===== config.mk =====
export PLATFORM = sky130hd
export DESIGN_NAME = mcyc_seq
export DESIGN_NICKNAME = d
export VERILOG_FILES = /design/src/rtl/mcyc_seq.sv
export SDC_FILE = /design/constraint.sdc
export NUM_CORES = 1
export LEC_CHECK = 0
export ABC_CLOCK_PERIOD_IN_PS = 2200
export BUFFER_PORTS_ARGS = -buffer_cell sky130_fd_sc_hd__buf_2
export CAP_MARGIN = 20
export CORE_AREA = 2 2 46 48
export CTS_BUF_LIST = sky130_fd_sc_hd__clkbuf_4 sky130_fd_sc_hd__clkbuf_8
export DETAILED_ROUTE_END_ITERATION = 12
export DIE_AREA = 0 0 48 50
export PLACE_DENSITY = 0.78
export SLEW_MARGIN = 25
export SYNTH_ARGS = -nofsm -noshare
export SYNTH_HDL_FRONTEND = slang
export SYNTH_SLANG_ARGS = --single-unit

===== constraint.sdc =====
create_clock -name clk -period 2.2 [get_ports clk]
set_input_delay 0.44 -clock clk [delete_from_list [all_inputs] [get_ports clk]]
set_output_delay 0.44 -clock clk [all_outputs]
set_load 0.01 [all_outputs]

===== src/rtl/mcyc_seq.sv =====
// -----------------------------------------------------------------------------
// mcyc_seq -- machine-cycle / T-state sequencer for the 8-bit CPU core.
//
// Walks each instruction through M1 (opcode fetch, T1..T4 or T1..T6) and up to
// four further machine cycles M2..M5 (three T-states each, read or write).
// It drives the datapath load/enable strobes and the external bus strobes and
// status. All outputs are decoded from registered state only. The one
// exception is the M1/T4 register write-back, which reads chk_i combinationally.
// chk_i only becomes valid at T4, so that strobe cannot be registered
// earlier. ready and chk_i never reach the bus strobes combinationally.
//
// Optional feature macro: READY_WAIT_EN
//   defined   : ready is sampled at the end of T2/TW and wait states (TW) are
//               inserted while it is low.
//   undefined : ready is ignored, T2 always proceeds to T3.
//
// Ports:
//   clk              core clock, rising edge
//   rst              asynchronous active-high reset
//   chk_i            instruction info: [0] go6, [2] halt, [3] dio,
//                    [7:4] cycgo, [11:8] cycrw, [12] ccc
//   cond             current opcode is conditional
//   ready            bus ready (low requests wait states)
//   ale, rd_, wr_    address latch enable, read/write strobes (active low)
//   iom              1 = I/O cycle, 0 = memory cycle
//   s1, s0           bus status: fetch 11, read 10, write 01, halt 00
//   enb_c, enb_d     load instruction register / temp register
//   enbpc            advance PC
//   enbrr, enbwr     register read / write enables
//   mcyc             current machine cycle 1..5
//   tstate           current T-state: 0 HALT, 1..6 T1..T6, 7 TW
// -----------------------------------------------------------------------------
module mcyc_seq #(
    parameter int INSTSIZE = 13,
    parameter int CYCBITS  = 4
) (
    input  logic                clk,
    input  logic                rst,
    input  logic [INSTSIZE-1:0] chk_i,
    input  logic                cond,
    input  logic                ready,
    output logic                ale,
    output logic                rd_,
    output logic                wr_,
    output logic                iom,
    output logic                s1,
    output logic                s0,
    output logic                enb_c,
    output logic                enb_d,
    output logic                enbpc,
    output logic                enbrr,
    output logic                enbwr,
    output logic [2:0]          mcyc,
    output logic [2:0]          tstate
);

    localparam logic [2:0] T_HALT = 3'd0;
    localparam logic [2:0] T_1    = 3'd1;
    localparam logic [2:0] T_2    = 3'd2;
    localparam logic [2:0] T_3    = 3'd3;
    localparam logic [2:0] T_4    = 3'd4;
    localparam logic [2:0] T_5    = 3'd5;
    localparam logic [2:0] T_6    = 3'd6;
    localparam logic [2:0] T_W    = 3'd7;

    localparam logic [2:0] M_1 = 3'd1;
    localparam logic [2:0] M_2 = 3'd2;
    localparam logic [2:0] M_3 = 3'd3;
    localparam logic [2:0] M_4 = 3'd4;

    // instruction-info fields
    logic               go6_s;
    logic               halt_s;
    logic               dio_s;
    logic               ccc_s;
    logic [CYCBITS-1:0] cycgo_s;
    logic [CYCBITS-1:0] cycrw_s;

    assign go6_s   = chk_i[0];
    assign halt_s  = chk_i[2];
    assign dio_s   = chk_i[3];
    assign ccc_s   = chk_i[12];
    assign cycgo_s = chk_i[4 +: CYCBITS];
    assign cycrw_s = chk_i[8 +: CYCBITS];

    logic unused_s;
    assign unused_s = ^{chk_i[1], ready};

    // state registers
    logic [2:0]         mcyc_r;
    logic [2:0]         tstate_r;
    logic               run_r;    // low until the first clock after reset
    logic               wb_r;     // write-back pending for the coming M1/T1
    logic               wtype_r;  // current machine cycle is a write
    logic               io_r;     // current machine cycle is an I/O cycle
    logic [CYCBITS-1:0] mask_r;   // effective extra-cycle mask of this instruction

    logic [2:0]         nxt_m_s;
    logic [2:0]         nxt_t_s;
    logic               nxt_wb_s;
    logic               nxt_wtype_s;
    logic               nxt_io_s;
    logic [CYCBITS-1:0] nxt_mask_s;

    logic               wait_s;
    logic               more_s;
    logic               nrw_s;
    logic               end_m1_s;
    logic [CYCBITS-1:0] eff_mask_s;

`ifdef READY_WAIT_EN
    assign wait_s = ~ready;
`else
    assign wait_s = 1'b0;
`endif

    // A failed condition skips Rccc's pops entirely; other conditionals keep only M2.
    assign eff_mask_s = (cond & ~ccc_s)
                      ? ((go6_s && (cycgo_s == CYCBITS'(2'b11)))
                         ? {CYCBITS{1'b0}}
                         : {{(CYCBITS-1){1'b0}}, cycgo_s[0]})
                      : cycgo_s;

    // look-ahead: does another machine cycle follow the current Mn, and its type
    always_comb begin
        more_s = 1'b0;
        nrw_s  = 1'b0;
        case (mcyc_r)
            M_2: begin
                more_s = mask_r[1];
                nrw_s  = cycrw_s[1];
            end
            M_3: begin
                more_s = mask_r[2];
                nrw_s  = cycrw_s[2];
            end
            M_4: begin
                more_s = mask_r[3];
                nrw_s  = cycrw_s[3];
            end
            default: begin
                more_s = 1'b0;
                nrw_s  = 1'b0;
            end
        endcase
    end

    // next-state logic for the machine-cycle / T-state walk
    always_comb begin
        nxt_m_s     = mcyc_r;
        nxt_t_s     = tstate_r;
        nxt_wb_s    = wb_r;
        nxt_wtype_s = wtype_r;
        nxt_io_s    = io_r;
        nxt_mask_s  = mask_r;
        end_m1_s    = 1'b0;
        if (!run_r) begin
            nxt_m_s = M_1;
            nxt_t_s = T_1;
        end else begin
            case (tstate_r)
                T_1: begin
                    nxt_t_s  = T_2;
                    nxt_wb_s = 1'b0;
                end
                T_2, T_W: begin
                    nxt_t_s = wait_s ? T_W : T_3;
                end
                T_3: begin
                    if (mcyc_r == M_1) begin
                        nxt_t_s = T_4;
                    end else if (more_s) begin
                        nxt_m_s     = mcyc_r + 3'd1;
                        nxt_t_s     = T_1;
                        nxt_wtype_s = nrw_s;
                        nxt_io_s    = (mcyc_r == M_2) & dio_s;
                    end else begin
                        // last Mn: a read result is written back during M1/T1
                        nxt_m_s     = M_1;
                        nxt_t_s     = T_1;
                        nxt_wb_s    = ~wtype_r;
                        nxt_wtype_s = 1'b0;
                        nxt_io_s    = 1'b0;
                    end
                end
                T_4: begin
                    if (halt_s) begin
                        nxt_t_s = T_HALT;
                    end else if (go6_s) begin
                        nxt_t_s = T_5;
                    end else begin
                        end_m1_s = 1'b1;
                    end
                end
                T_5: begin
                    nxt_t_s = T_6;
                end
                T_6: begin
                    end_m1_s = 1'b1;
                end
                T_HALT: begin
                    nxt_t_s = T_HALT;
                end
                default: begin
                    nxt_m_s = M_1;
                    nxt_t_s = T_1;
                end
            endcase
            if (end_m1_s) begin
                nxt_mask_s = eff_mask_s;
                nxt_t_s    = T_1;
                nxt_io_s   = 1'b0;
                if (eff_mask_s[0]) begin
                    nxt_m_s     = M_2;
                    nxt_wtype_s = cycrw_s[0];
                end else begin
                    nxt_m_s     = M_1;
                    nxt_wtype_s = 1'b0;
                end
            end else begin
                nxt_mask_s = mask_r;
            end
        end
    end

    // state registers with asynchronous reset
    always_ff @(posedge clk or posedge rst) begin
        if (rst) begin
            mcyc_r   <= M_1;
            tstate_r <= T_1;
            run_r    <= 1'b0;
            wb_r     <= 1'b0;
            wtype_r  <= 1'b0;
            io_r     <= 1'b0;
            mask_r   <= {CYCBITS{1'b0}};
        end else begin
            mcyc_r   <= nxt_m_s;
            tstate_r <= nxt_t_s;
            run_r    <= 1'b1;
            wb_r     <= nxt_wb_s;
            wtype_r  <= nxt_wtype_s;
            io_r     <= nxt_io_s;
            mask_r   <= nxt_mask_s;
        end
    end

    logic is_m1_s;
    logic strobe_s;
    logic t4_wb_s;
    logic t1_wb_s;

    assign is_m1_s  = (mcyc_r == M_1);
    assign strobe_s = (tstate_r == T_2) | (tstate_r == T_W) | (tstate_r == T_3);
    assign t4_wb_s  = is_m1_s & (tstate_r == T_4) & ~halt_s & ~go6_s
                    & (cycgo_s == {CYCBITS{1'b0}});
    assign t1_wb_s  = is_m1_s & (tstate_r == T_1) & wb_r;

    // output decode from the registered state
    always_comb begin
        ale    = run_r & (tstate_r == T_1);
        rd_    = ~(strobe_s & ~wtype_r);
        wr_    = ~(strobe_s & wtype_r);
        iom    = io_r;
        enb_c  = is_m1_s & (tstate_r == T_3);
        enb_d  = ~is_m1_s & ~wtype_r & (tstate_r == T_3);
        enbpc  = ~wtype_r & (tstate_r == T_2);
        enbrr  = t1_wb_s | t4_wb_s
               | (~is_m1_s & wtype_r & ((tstate_r == T_2) | (tstate_r == T_3)));
        enbwr  = t1_wb_s | t4_wb_s;
        mcyc   = mcyc_r;
        tstate = tstate_r;
        if (tstate_r == T_HALT) begin
            s1 = 1'b0;
            s0 = 1'b0;
        end else if (is_m1_s) begin
            s1 = 1'b1;
            s0 = 1'b1;
        end else begin
            s1 = ~wtype_r;
            s0 = wtype_r;
        end
    end

endmodule

==> impl_metrics.yaml, run 1 <==
outcome:
  outcome: "completed"
cells_and_area:
  layout_commonest_cell: "buf_2"
  final_cells: 171
  area_growth_pct: 27.06
  fraction_of_final_layout_cells_sized_beyond_drive_strength_1: 0.3333
  layout.cells.most_common_list: "31 x buf_2, 15 x nand2_1, 11 x dfrtp_1"
  layout.nets: 167
  utilization: 0.6086
  antenna_diode_count: 0
synthesis:
  postSynthNetCount: 130
  synth.ff_latch_count: 13
  async_flop_share: 1.000
  seq_area_frac_synth: 0.3599
  synth.cell_area_um2: 910.9
  synth_cell_type_count: 40
  postSynthAreaPerCell_um2: 8.434
  postSynth.topFlopCell: "dfrtp_1"
  yosys_warnings: 0
  synth-edff-count: 0
  postSynthCellCount: 108
timing:
  final_period_minus_worst_setup_slack_ns: 2.134
  hold_viol_final: 0
  final_max_slew_viol_count: 0
  skew_ns: 0.001642
  relSlewSlack: 0.6562
  timing.final.setup_violations: 0
  timing.setup.tns_ns: 0
  achievable-frequency_ghz: 0.4686
  ratio_of_final_minimum_period_to_clock_period: 0.9700
  grt_setup_unrepaired: "true"
  max_slew.worst_pin.slew_ns: 0.5152
routing:
  drc: 0
  drt_pass1_iterations: 4
  wire_length_per_cell_um: 12.42
  routed-via-count: 913
  drt-vias-per-instance: 5.339
  first_iter_violations: 16
  final_antenna_net_count: 0
  post_detailed_routing_wire_length_mm: 2.124
worst_setup_path:
  worstSetupStartpointType: "flop"
  critPathKind: "reg -> out"
  critPathMaxStageDelay_ns: 0.53
  timing.critical_path.cells: "or4b_4 -> nor3_4 -> a21oi_2 -> o22ai_1 -> buf_2"
  cpMaxStageDelayCell: "or4b_4"
  critical_path_peak_fanout: 5
  worst-endpoint-arrival_ns: 1.69
  path_buf_inv: 1
  critical_path.endpoint_type: "primary output"
  critPathTopFamily: "simple AND/OR/NAND/NOR gates"
  critPathRequiredTime_ns: 1.76
global_routing:
  overflow: 0
  via_count_of_the_first_global_routing_pass: 846
  grtUsageTotal: 0.2038
  grt_antenna_before_repair: 0
  largest_net_degree_at_the_start_of_global_routing: 14
  wire_length_of_the_first_global_routing_pass_mm: 3.594
clock_tree:
  cts.path.max_buffers: 2
  clock_tree.htree_level_count: 1
  worstSkewPairLatency_ns: 0.28
  cell_chosen_for_the_clock_root: "clkbuf_4"
  clock_sink_count: 13
  tritoncts_clock_tree: "built"
  cts_buffers: 3
  cts.clk_slew.worst_paths_ns: 0.09
  holdBufCountCts: 0
place:
  detailed_place_hpwl_mm: 1.714
  gp_routability_congestion: 0.8301
  placed_instances: 166
  buffer_ports.inserted: 31
floorplanning:
  start_util: 0.4789
  die_area_um2: 2400
  row_count: 16
  horizontal_die_dimension_um: 48
  die_y_um: 50
  io_pins: 34
  design.core.area_um2: 1902
power:
  ir_worst_vdd_uv: 425.1
  total_power_density_per_cell_area_nw_per_um2: 647.3
  power_leakage_uw: 0.0005358
  finalPower_uw: 749.2
job:
  max_cap_violations: 0
worst_hold_path:
  worst_hold_path_type: "in -> async"
sequential cells by signal (all words and copies together), names as in the netlist:
register,count
wtype_r,1
wb_r,1
tstate,3
iom,1
mask_r,3
run_r,1
mcyc,3
synth_stat cells, drive strengths merged (2+ instances only):
| library cell | instances | area share |
|---|---|---|
| nor2b | 2 | 0.014 |
| or4 | 3 | 0.025 |
| nand2b | 4 | 0.030 |
| nor2 | 9 | 0.037 |
| nand2 | 15 | 0.062 |
| inv | 7 | 0.029 |
| o2bb2ai | 2 | 0.019 |
| nor3 | 4 | 0.022 |
| nand3 | 3 | 0.016 |
| dfstp | 2 | 0.058 |
| a21oi | 8 | 0.048 |
| and2 | 2 | 0.014 |
| o21ai | 4 | 0.026 |
| o22ai | 2 | 0.014 |
| ha | 5 | 0.069 |
| buf | 2 | 0.016 |
| a22oi | 2 | 0.016 |
| o32ai | 2 | 0.019 |
| dfrtp | 11 | 0.30 |
| nand3b | 2 | 0.016 |
cell families after synthesis:
| kind of cell | Yosys count | synth area share |
|---|---|---|
| flip-flops | 13 | 0.3599 |
| adder cells (fa/ha/maj) | 5 | 0.06868 |
| XOR/XNOR | 1 | 0.009617 |
| other | 1 | 0.004117 |
| AND/OR/NAND/NOR | 48 | 0.2720 |
| buffers and inverters | 10 | 0.04945 |
| AO/OA/AOI/OAI | 30 | 0.2363 |
cell type report:
cell class	instances	area, µm²
well taps	27	33.78
inverters	7	26.28
repair buffers	35	185.2
multi-input cells	85	556.8
clock buffers	3	22.52
flip-flops and latches	13	327.8
clock inverters	1	5.005
fillers	175	744.5
timing repair:
action                                  in CTS  in global routing
pin swaps                                    0                  2
gates resized for setup                      2                  2
endpoints found under the setup margin       2                  2
buffers inserted                             1                  0
routing by layer:
| layer | vias to the layer above | global-route usage | part of all wire |
|---|---|---|---|
| met2 | 27 | 0.3222 | 0.50 |
| met4 | 0 | 0.07658 | 0.0094 |
| met3 | 4 | 0.04029 | 0.051 |
| met1 | 418 | 0.2648 | 0.44 |
| li1 | 464 | - | - |
| met5 | - | 0 | 0 |
metrics by stage:
stage          setup slack (ns)  cell area (µm²)  hold slack [ns]
6_report                0.06596             1157           0.1753
3_5_place_dp             0.1350             1104           0.4826
3_3_place_gp             0.1370             1104           0.4754
2_1_floorplan            0.2621            910.9           0.3155
4_1_cts                0.007884             1147           0.1962
5_1_grt                -0.01565             1157           0.2205
report_power, final:
group          switching [µW]  internal [µW]
registers                41.7            290
clock network            84.9           67.4
logic                     147            118
final timing paths:
check | slack (ns) | startpoint | endpoint | cells past startpoint
worst max-delay path | 0.07 | tstate[0] | enbrr | 5
worst min-delay path | 0.18 | rst | tstate[1] | 2
worst max register to register | 0.28 | mcyc[0] | wtype_r | 6
worst min register to register | 0.50 | mask_r[3] | mask_r[3] | 2
max in group asynchronous | 1.66 | rst | mcyc[0] | 2
min in group clk | 0.42 | chk_i[7] | mask_r[3] | 3
(Power assumes the default switching activity.)
==> run 2: changes to the inputs <==
- CELL_PAD_IN_SITES_DETAIL_PLACEMENT: not set -> 1
- CELL_PAD_IN_SITES_GLOBAL_PLACEMENT: not set -> 1
- CORE_AREA: 2 2 46 48 -> 2 2 54 56
- DIE_AREA: 0 0 48 50 -> 0 0 56 58
- PLACE_DENSITY: 0.78 -> not set
- PLACE_DENSITY_LB_ADDON: not set -> 0.1
==> impl_metrics.yaml, run 2 (synthesis results as in run 1) <==
worst_setup_path:
  critical_path.endpoint_type: "primary output"
  path_buf_inv: 1
  worst-endpoint-arrival_ns: 1.72
  critPathMaxStageDelay_ns: 0.54
  startpoint: "tstate[1]"
  worstSetupStartpointType: "flop"
  worstReg2RegStart: "mcyc[0]"
  critPathTopFamily: "simple AND/OR/NAND/NOR gates"
  critical_path_peak_fanout: 2
  cpMaxStageDelayCell: "or4b_4"
  critPathKind: "reg -> out"
  critPathRequiredTime_ns: 1.76
  timing.critical_path.cells: "or4b_4 -> nor3_2 -> a21oi_2 -> o22ai_1 -> buf_2"
cells_and_area:
  fraction_of_final_layout_cells_sized_beyond_drive_strength_1: 0.3537
  layout.cells.most_common_list: "31 x buf_2, 15 x nand2_1, 11 x dfrtp_1"
  num-fill-cells: 337
  area_growth_pct: 29.67
  final_cells: 178
  antenna_diode_count: 0
  layout.nets: 170
  layout_commonest_cell: "buf_2"
  utilization: 0.4436
routing:
  wire_length_per_cell_um: 14.63
  routed-via-count: 957
  drt_pass1_iterations: 4
  final_antenna_net_count: 0
  post_detailed_routing_wire_length_mm: 2.604
  drc: 0
  drt-vias-per-instance: 5.376
  first_iter_violations: 15
floorplanning:
  die_area_um2: 3248
  horizontal_die_dimension_um: 56
  design.core.area_um2: 2663
  row_count: 19
  io_pins: 34
  start_util: 0.3421
  die_y_um: 58
clock_tree:
  cts.path.max_buffers: 2
  cts_buffers: 3
  clock_tree.htree_level_count: 1
  cell_chosen_for_the_clock_root: "clkbuf_4"
  holdBufCountCts: 0
  tritoncts_clock_tree: "built"
  clock_sink_count: 13
  cts.clk_slew.worst_paths_ns: 0.09
  worstSkewPairLatency_ns: 0.27
global_routing:
  most_used_routing_layer: "met2"
  grt.met2_usage: 0.3227
  largest_net_degree_at_the_start_of_global_routing: 14
  grtUsageTotal: 0.1792
  wire_length_of_the_first_global_routing_pass_mm: 4.602
  grt_antenna_before_repair: 0
  overflow: 0
  via_count_of_the_first_global_routing_pass: 1015
  use_met3: 0.02009
  grt_util_met1: 0.2238
timing:
  ratio_of_final_minimum_period_to_clock_period: 0.9827
  timing.final.setup_violations: 0
  max_slew.worst_pin.slew_ns: 0.5257
  final_max_slew_viol_count: 0
  hold_viol_final: 0
  final_period_minus_worst_setup_slack_ns: 2.162
  relSlewSlack: 0.6492
  achievable-frequency_ghz: 0.4626
  timing.setup.tns_ns: 0
  worst_hold_slack_ns: 0.1860
  skew_ns: 0.004343
  grt_setup_unrepaired: "true"
place:
  gp_routability_congestion: 0.8423
  detailed_place_hpwl_mm: 2.095
  placed_instances: 171
  buffer_ports.inserted: 31
worst_hold_path:
  worst_hold_path_type: "in -> async"
job:
  max_cap_violations: 0
power:
  power_leakage_uw: 0.0005442
  ir_worst_vdd_uv: 326.9
  total_power_density_per_cell_area_nw_per_um2: 648.9
  finalPower_uw: 766.4
outcome:
  outcome: "completed"
run 2: cell types whose count changed in the layout (fill, tap and decap cells not counted):
cell | previous run | this run
nor3_2 | 0 | 1
nor2b_1 | 2 | 1
nor2b_2 | 0 | 1
nor3_4 | 1 | 0
buf_4 | 4 | 7
run 2: worst reg2reg max path: cells and delay by family, from the launching register on:
kind / cells / cell delay [ns]
AOI/OAI and AO/OA: 4 / 0.86
adders and majority gates: 2 / 0.39
DFF: 1 / 0.57
run 2: through the flow:
step	instance area, µm²	setup slack, ns
after floorplan	910.9	0.2621
after global placement	1116	0.1116
after detailed placement	1116	0.1167
after CTS	1164	0.01980
after global routing	1181	-0.02337
final	1181	0.03811
run 2: cell type report:
class / count / area [µm²] / share of cell area
multi-input cells: 85 / 553.0 / 0.4682
flip-flops and latches: 13 / 327.8 / 0.2775
repair buffers: 38 / 207.7 / 0.1758
well taps: 31 / 38.79 / 0.03284
inverters: 7 / 26.28 / 0.02225
clock buffers: 3 / 22.52 / 0.01907
clock inverters: 1 / 5.005 / 0.004237
run 2: where the power goes:
part           leakage [µW]  total, µW  switching (µW)  internal, µW
Clock             0.0000177        148            80.6          67.2
Sequential         0.000163        333            43.1           290
Combinational      0.000364        285             157           128
run 2: timing repair:
action,4_1_cts,5_1_grt
setup buffers,2,1
hold endpoints to repair,0,0
pin swaps,1,0
resized for setup,1,3
setup endpoints to repair,2,1
run 2: path summary, 6_finish.rpt:
kind,endpoint,slack (ns),cells after the start
worst max-delay path,enbrr,0.04,5
worst min-delay path,wb_r,0.19,2
worst max register to register,wtype_r,0.28,6
worst min register to register,mask_r[1],0.50,2
max in group asynchronous,mcyc[0],1.65,2
min in group clk,mask_r[3],0.42,3
run 2: routing by layer:
layer  up-vias  wire (µm)
met5         -          0
met4         0         27
met3         2         75
met2        15       1313
met1       471       1187
li1        469          -
==> run 3: changes to the inputs <==
--- a/constraint.sdc
+++ b/constraint.sdc
@@ -3,2 +3,2 @@
 set_output_delay 0.44 -clock clk [all_outputs]
-set_load 0.01 [all_outputs]
+set_load 0.05 [all_outputs]
==> impl_metrics.yaml, run 3 (synthesis results as in run 1) <==
outcome:
  outcome: "complete, but fails checks"
  failed_checks: "setup timing"
worst_setup_path:
  startpoint: "tstate[0]"
  rr_endpoint: "wtype_r"
  worstSetupStartpointType: "flop"
  r2r_slack_ns: 0.16
  cp_capture_point: "enbrr"
  timing.critical_path.cells: "or4b_4 -> nor3_4 -> a21oi_2 -> o22ai_2 -> buf_6"
  critical_path.endpoint_type: "primary output"
  critPathMaxStageDelay_ns: 0.53
  reg2reg_depth: 6
  critPathKind: "reg -> out"
  worst-endpoint-arrival_ns: 1.77
  worstReg2RegStart: "mcyc[0]"
  critPathRequiredTime_ns: 1.76
  critical_path_peak_fanout: 5
  cpMaxStageDelayCell: "or4b_4"
timing:
  relSlewSlack: 0.6326
  achievable-frequency_ghz: 0.4519
  hold_viol_final: 0
  final_max_slew_viol_count: 0
  skew_ns: 0.002130
  final_period_minus_worst_setup_slack_ns: 2.213
  ratio_of_final_minimum_period_to_clock_period: 1.006
  grt_setup_unrepaired: "true"
  max_slew.worst_pin.slew_ns: 0.5504
  setup_ws_ns: -0.01277
  timing.final.setup_violations: 1
floorplanning:
  design.core.area_um2: 2663
  die_y_um: 58
  row_count: 19
  horizontal_die_dimension_um: 56
  start_util: 0.3421
  io_pins: 34
  die_area_um2: 3248
power:
  combinationalPowerShare: 0.467
  internal_power_uw: 488.1
  total_power_density_per_cell_area_nw_per_um2: 750.4
  ir_worst_vdd_uv: 497.0
  finalPower_uw: 935.1
  power_switching_uw: 447.0
  power_leakage_uw: 0.0005697
  power.switching_fraction: 0.4780
  power_frac_seq: 0.362
  clockPowerShare: 0.170
cells_and_area:
  layout_commonest_cell: "buf_2"
  num-fill-cells: 367
  seq_cell_area_um2: 327.8
  final_cells: 181
  area_growth_pct: 36.81
  antenna_diode_count: 0
  fin_area_um2: 1246
  layout.nets: 173
  layout.cells.most_common_list: "28 x buf_2, 15 x nand2_1, 11 x dfrtp_1"
  fraction_of_final_layout_cells_sized_beyond_drive_strength_1: 0.4000
  footprint_of_the_multi_input_gates_um2: 580.6
  utilization: 0.4680
place:
  buffer_ports.inserted: 31
  dp_slack_ns: -0.04294
  placed_instances: 175
  placedInstanceArea_um2: 1170
  detailed_place_hpwl_mm: 2.239
  gp_routability_congestion: 0.8077
routing:
  drc: 0
  routed-via-count: 958
  first_iter_violations: 15
  drt_pass1_iterations: 2
  drt-vias-per-instance: 5.293
  post_detailed_routing_wire_length_mm: 2.774
  final_antenna_net_count: 0
  wire_length_per_cell_um: 15.33
clock_tree:
  clock_tree.htree_level_count: 1
  cts_buffers: 3
  cts.clk_slew.worst_paths_ns: 0.09
  cts.path.max_buffers: 2
  clock_sink_count: 13
  tritoncts_clock_tree: "built"
  cell_chosen_for_the_clock_root: "clkbuf_4"
  worstSkewPairLatency_ns: 0.28
global_routing:
  grt_antenna_before_repair: 0
  grtUsageTotal: 0.1855
  largest_net_degree_at_the_start_of_global_routing: 14
  overflow: 0
  via_count_of_the_first_global_routing_pass: 1029
  wire_length_of_the_first_global_routing_pass_mm: 4.795
worst_hold_path:
  worst_hold_path_type: "in -> async"
job:
  max_cap_violations: 0
-- run 3: changes by cell type in the layout (fill, tap and decap cells not counted), moves of 2 or more --
cell	previous run	this run
buf_2	31	28
buf_6	0	2
nor2_2	0	2
a21oi_2	2	4
nor2_1	9	7
a21oi_1	6	4
buf_4	7	10
-- run 3: layout make-up --
cell class,count,area share
clock buffers,3,0.01807
clock inverters,1,0.004016
inverters,7,0.02108
multi-input cells,85,0.4659
flip-flops and latches,13,0.2631
well taps,31,0.03112
repair buffers,41,0.1968
-- run 3: power by group through the flow --
stage | logic, µW | clock network (µW) | registers, µW
detailed placement | 432 | 0 | 344
floorplan | 249 | 0 | 403
global placement | 426 | 0 | 339
finish | 437 | 159 | 339
CTS | 440 | 164 | 340
global route | 471 | 171 | 350
-- run 3: repair_timing --
action	4_1_cts	5_1_grt
buffers inserted	0	2
hold buffers	0	0
endpoints found under the hold margin	0	0
pin swaps	2	0
gates resized for setup	7	2
cloned	0	0
endpoints found under the setup margin	2	3
-- run 3: worst max-delay path, delay by kind of cell, from the launching register on --
kind	cells	cell delay (ns)
buf+inv	1	0.18
simple gates	2	0.68
flops	1	0.39
compound gates	2	0.23
-- run 3: worst min-delay path by stage --
| stage | slack [ns] | startpoint | end |
|---|---|---|---|
| after floorplan | 0.32 | rst | iom |
| after global placement | 0.48 | wb_r | wb_r |
| after detailed placement | 0.48 | wb_r | wb_r |
| after CTS | 0.20 | rst | tstate[1] |
| after global routing | 0.23 | rst | run_r |
| final | 0.18 | rst | run_r |
-- run 3: stage by stage --
stage | TNS, ns | hold WS [ns]
6_report | -0.01277 | 0.1819
5_1_grt | -0.1179 | 0.2293
4_1_cts | -0.009459 | 0.2027
3_5_place_dp | -0.04294 | 0.4842
3_3_place_gp | -0.02558 | 0.4788
2_1_floorplan | -0.3331 | 0.3155
-- run 3: layer usage --
layer / share of wire / track usage / wire length [µm]
met1: 0.45 / 0.2244 / 1243
met2: 0.52 / 0.3546 / 1432
met3: 0.029 / 0.02232 / 81
met4: 0.0061 / 0.03741 / 17
met5: 0 / 0 / 0
